### src/rtl/workgroup_pkg.sv
// Shared workgroup definitions: configuration limits and the L2 flush
// arbiter state encoding.
package workgroup_pkg;

    // Upper bound on the number of harts a workgroup can host.
    localparam int CFG_CPU_MAX = 16;

    // Flush arbiter states: collect requests, offer the command, wait for
    // the L2 to report completion.
    typedef enum logic [1:0] {
        IDLE = 2'd0,
        REQ  = 2'd1,
        WAIT = 2'd2
    } flush_state_e;

endpackage : workgroup_pkg

### src/rtl/l2_flush_arbiter.sv
// L2 flush arbiter: merges per-hart flush requests into single L2 flush
// commands and returns a one-cycle completion pulse to every hart served.
// Requests arriving while a flush is in flight are held for the next one.
//
// Optional watchdog: define L2_FLUSH_ARBITER_TIMEOUT_EN to abort a flush
// whose completion never arrives (acks the harts and pulses o_flush_err).
// Without the macro the arbiter waits for i_flush_done indefinitely.
import workgroup_pkg::*;

module l2_flush_arbiter #(
    parameter int hart_num     = 4,   // 1 .. CFG_CPU_MAX
    parameter int timeout_bits = 16
) (
    input  logic                i_clk,
    input  logic                i_rst,
    input  logic [hart_num-1:0] i_flush_req,
    output logic [hart_num-1:0] o_flush_ack,
    output logic                o_flush_valid,
    input  logic                i_flush_accept,
    input  logic                i_flush_done,
    output logic [hart_num-1:0] o_flush_src,
    output logic                o_busy,
    output logic                o_flush_err
);

    flush_state_e        state_q, state_d;
    logic [hart_num-1:0] pending_q, pending_d;
    logic [hart_num-1:0] served_q, served_d;
    logic [hart_num-1:0] ack_q, ack_d;
    logic [hart_num-1:0] req_all;
    logic [hart_num-1:0] cleared;
    logic                expire;

    // Everything asking for a flush right now, including this cycle's requests.
    assign req_all = pending_q | i_flush_req;

`ifdef L2_FLUSH_ARBITER_TIMEOUT_EN
    localparam logic [timeout_bits-1:0] CNT_MAX  = '1;
    localparam logic [timeout_bits-1:0] CNT_LAST = CNT_MAX - 1'b1;

    logic [timeout_bits-1:0] cnt_q, cnt_d;
    logic                    err_q, err_d;

    // Watchdog counter: zeroed as the flush is accepted, counts WAIT cycles.
    always_comb begin
        cnt_d = cnt_q;
        if (state_q == REQ && i_flush_accept) begin
            cnt_d = '0;
        end else if (state_q == WAIT) begin
            cnt_d = cnt_q + 1'b1;
        end
    end

    // Expiry is the WAIT cycle whose increment would land on all-ones, so
    // the abort follows exactly 2**timeout_bits - 1 WAIT cycles. A done in
    // that same cycle takes priority and suppresses the error.
    assign expire = (state_q == WAIT) && (cnt_q == CNT_LAST);
    assign err_d  = expire && !i_flush_done;

    // Watchdog registers.
    always_ff @(posedge i_clk) begin
        if (i_rst) begin
            cnt_q <= '0;
            err_q <= 1'b0;
        end else begin
            cnt_q <= cnt_d;
            err_q <= err_d;
        end
    end

    assign o_flush_err = !i_rst && err_q;
`else
    logic unused_cfg;

    assign unused_cfg  = (timeout_bits > 0);
    assign expire      = 1'b0;
    assign o_flush_err = 1'b0;
`endif

    // Next-state logic: pending collection, served latch and ack generation.
    always_comb begin
        state_d  = state_q;
        served_d = served_q;
        ack_d    = '0;
        cleared  = '0;
        case (state_q)
            IDLE: begin
                if (|req_all) begin
                    state_d = REQ;
                end
            end
            REQ: begin
                // A done seen here belongs to nothing we issued; ignore it.
                if (i_flush_accept) begin
                    served_d = req_all;
                    cleared  = req_all;
                    state_d  = WAIT;
                end
            end
            WAIT: begin
                if (i_flush_done || expire) begin
                    ack_d   = served_q;
                    state_d = IDLE;
                end
            end
            default: begin
                state_d = IDLE;
            end
        endcase
        pending_d = req_all & ~cleared;
    end

    // Main state registers; reset aborts any flush without acknowledging it.
    always_ff @(posedge i_clk) begin
        if (i_rst) begin
            state_q   <= IDLE;
            pending_q <= '0;
            served_q  <= '0;
            ack_q     <= '0;
        end else begin
            state_q   <= state_d;
            pending_q <= pending_d;
            served_q  <= served_d;
            ack_q     <= ack_d;
        end
    end

    // Outputs are forced low for as long as reset is held.
    assign o_flush_valid = !i_rst && (state_q == REQ);
    assign o_busy        = !i_rst && (state_q != IDLE);
    assign o_flush_src   = (!i_rst && state_q == WAIT) ? served_q : '0;
    assign o_flush_ack   = i_rst ? '0 : ack_q;

endmodule : l2_flush_arbiter

### config.mk
export PLATFORM = sky130hd
export DESIGN_NAME = l2_flush_arbiter
export DESIGN_NICKNAME = d
export VERILOG_FILES = /design/src/rtl/workgroup_pkg.sv /design/src/rtl/l2_flush_arbiter.sv
export SDC_FILE = /design/constraint.sdc
export NUM_CORES = 1
export LEC_CHECK = 0
export CELL_PAD_IN_SITES_DETAIL_PLACEMENT = 2
export CELL_PAD_IN_SITES_GLOBAL_PLACEMENT = 2
export CORE_AREA = 10 10 58 60
export CTS_CLUSTER_SIZE = 24
export DETAILED_ROUTE_END_ITERATION = 7
export DIE_AREA = 0 0 68 70
export GPL_TIMING_DRIVEN = 0
export MAX_ROUTING_LAYER = met4
export PLACE_DENSITY = 0.7
export SYNTH_ARGS = -nofsm -noshare
export SYNTH_HDL_FRONTEND = slang
export SYNTH_SLANG_ARGS = --single-unit
### constraint.sdc
create_clock -name i_clk -period 2.68 [get_ports i_clk]
set_input_delay 0.536 -clock i_clk [delete_from_list [all_inputs] [get_ports i_clk]]
set_output_delay 0.536 -clock i_clk [all_outputs]
set_load 0.02 [all_outputs]
==> metrics.md <==
| Metric | Value |
|---|---|
| ANT cells | 0 |
| Routed length per placed instance | 13.3 µm |
| IO Pins | 19 |
| Synth top area share | 0.521 |
| Synth unique cells | 16 |
| Sequential area share after synthesis | 0.521 |
| Die ar. | 4760 µm² |
| 1st-iter DRT viols | 8 |
| Die H | 70 µm |
| Clock Power Share | 0.287 |
| Rows | 18 |
| First-pass GRT wire length | 2.30 mm |
| Worst Slack Setup Final | 364 ps |
| CP bufs+invs | 2 |
| Most common cell after layout, fill and taps aside | nor2_1 |
| Area leader, netlist | dfxtp_1 |
| Total GRT Usage | 0.0632 |
| Area grow syn2layout | 45.3% |
| Logic pwr share | 0.141 |
| Max cap viols | 0 |
| Crit-path cells | dlymetal6s2s_1 -> nor3b_4 -> and2_1 -> clkdlybuf4s50_1 |
| P_sw | 98.9 µW |
| Nets | 89 |
| CP Launch Type | input port |
| Worst hold path type | reg2reg |
| Syn avg cell area | 9.28 µm² |
| Critical path's largest stage delay | 610 ps |
| Yosys Warn Count | 0 |
| #FFs+latches synth | 14 |
| Routed Antenna Nets | 0 |
| Final std cells w/o fill | 109 |
| Clk buf depth | 2 |
| Crit-path leading delay family | buffers and inverters |
| Commonest non-fill, non-tap cells in the layout | nor2_1 (16), dfxtp_1 (14), clkdlybuf4s50_1 (13) |
| Part of the power in registers | 0.572 |
| CTS clock-pin slew for the worst setup and hold paths | 80 ps |
| CTS root buf | clkbuf_4 |
| Die X | 68 µm |
| Vias per cell | 4.31 |
| RSZ-0062 raised after global routing | no |
| Total power | 399 µW |
| Worst VDD drop | 0.287 mV |
| Layout cell share with drive strength beyond 1 | 0.114 |
| Initial antenna violation count | 0 |
| Placement Setup Slack | -147 ps |
| Net Sw Frac | 0.248 |
| GRT Residual Overflow | 0 |
| CP Max Fanout | 5 |
| Clk sink count | 14 |
| Final GP Congestion | 0.629 |
| Latest clock arrival within the worst-skew pair | 270 ps |
| Largest net degree at the start of global routing | 11 |
| Final Max Slew Viols | 0 |
| Core area | 2340 µm² |
| DP Area | 746 µm² |
| Finished Cell Area | 782 µm² |
| H-Tree Depth | 1 |
| Initial core utilization | 0.230 |
| Int Power | 301 µW |
| Via count | 470 |
| Post-route clock skew | 4.55 ps |
| Vias in the first global route | 498 |
| Post-placement cell count | 105 |
| Crit Path Category | in2out |
| Hold Fails Final Rpt | 0 |
| Hpwl dp | 1.13 mm |
| Slowest cell on crit path | clkdlybuf4s50_1 |
| CTS Buf Count | 3 |
| Final Cycle Share | 0.864 |
| Syn nets | 66 |
| IO buf count | 17 |
| Leak | 0.000333 µW |
| Post-synth design cell area | 538 µm² |
| TritonRoute pass-1 iters | 4 |
| Syn Inst Count | 58 |
| CTS tree | built |
| PwrDens | 511 nW/µm² |
| Crit path arrival time | 1780 ps |
| Fmax | 432 MHz |
| Drt total wl | 1.45 mm |
| Hold_ws | 477 ps |
| Critical Path RT | 2140 ps |
| Period minus WS final | 2320 ps |
| Final setup vio count | 0 |
| Worst setup EP type | output pin |
| Run status | finished, final reports clean |
| Largest cells by area after synthesis | dfxtp_1 (52%), nor2_1 (11%), a211oi_1 (7.0%), and2_1 (4.7%), and3_1 (4.7%) |
| DRC | 0 |
path summary, 6_finish.rpt:
check | from | end | depth (start not counted) | slack, ps
hold reg to reg | pending_q[0] | pending_q[0] | 2 | 480
hold / removal | pending_q[0] | pending_q[0] | 2 | 480
setup / recovery | i_rst | o_flush_src[3] | 4 | 360
setup reg to reg | state_q[1] | pending_q[2] | 4 | 1490
state kept, by name, summed over array words and instances (netlist names):
name	cells
served_q	4
state_q	2
pending_q	4
ack_q	4
per-layer routing:
| metal | vias to the layer above | track usage | routed length (µm) | share of wire |
|---|---|---|---|---|
| met2 | 14 | 0.106 | 735 | 0.51 |
| met4 | 0 | 0.00671 | 0 | 0 |
| met5 | - | - | 0 | 0 |
| met3 | 0 | 0.0367 | 108 | 0.075 |
| li1 | 236 | - | - | - |
| met1 | 220 | 0.0641 | 601 | 0.42 |
worst min-delay path, cell delays in order (launching register included):
cell	delay [ps]
dfxtp_1	310
nor2_1	60
nor2_1	70
cell families after synthesis:
family | after synthesis | share of synthesized area
and+or+nand+nor | 34 | 0.346
DFF | 14 | 0.521
AOI/OAI and AO/OA | 6 | 0.0837
buffers and inverters | 3 | 0.0419
other | 1 | 0.00697
synth_stat cells:
cell type / count
conb_1: 1
nor3b_1: 2
clkbuf_1: 1
buf_6: 1
nor3b_2: 1
and3_1: 4
and2_1: 4
nor2_1: 16
or2_4: 1
a211oi_1: 5
nor2b_1: 4
and3b_1: 1
dfxtp_1: 14
buf_4: 1
nand4_1: 1
o21a_1: 1
power groups by stage:
stage | clock network, µW | logic (µW) | registers [µW]
6_report | 115 | 56.3 | 229
5_1_grt | 132 | 62.8 | 231
4_1_cts | 120 | 58.0 | 229
3_5_place_dp | 0 | 56.9 | 233
3_3_place_gp | 0 | 54.9 | 232
2_1_floorplan | 0 | 32.6 | 230
metrics by stage:
step                utilization  setup TNS, ps
global placement          0.318           -611
global route              0.334              0
detailed placement        0.318          -1040
floorplan                     -              0
CTS                       0.333              0
finish                    0.334              0
cell type report:
type / instances / area (µm²)
Timing Repair Buffer: 18 / 176
Sequential cell: 14 / 280
Buffer: 3 / 23.8
Tap cell: 30 / 37.5
Multi-Input combinational cell: 41 / 241
Fill cell: 279 / 1560
Clock buffer: 3 / 22.5
what timing repair did:
action	4_1_cts	5_1_grt
pin swaps	1	0
hold buffers	0	0
setup endpoints to repair	9	6
gates resized for setup	5	2
setup buffers	1	0
No activity file was read; power rests on OpenSTA's default activity.
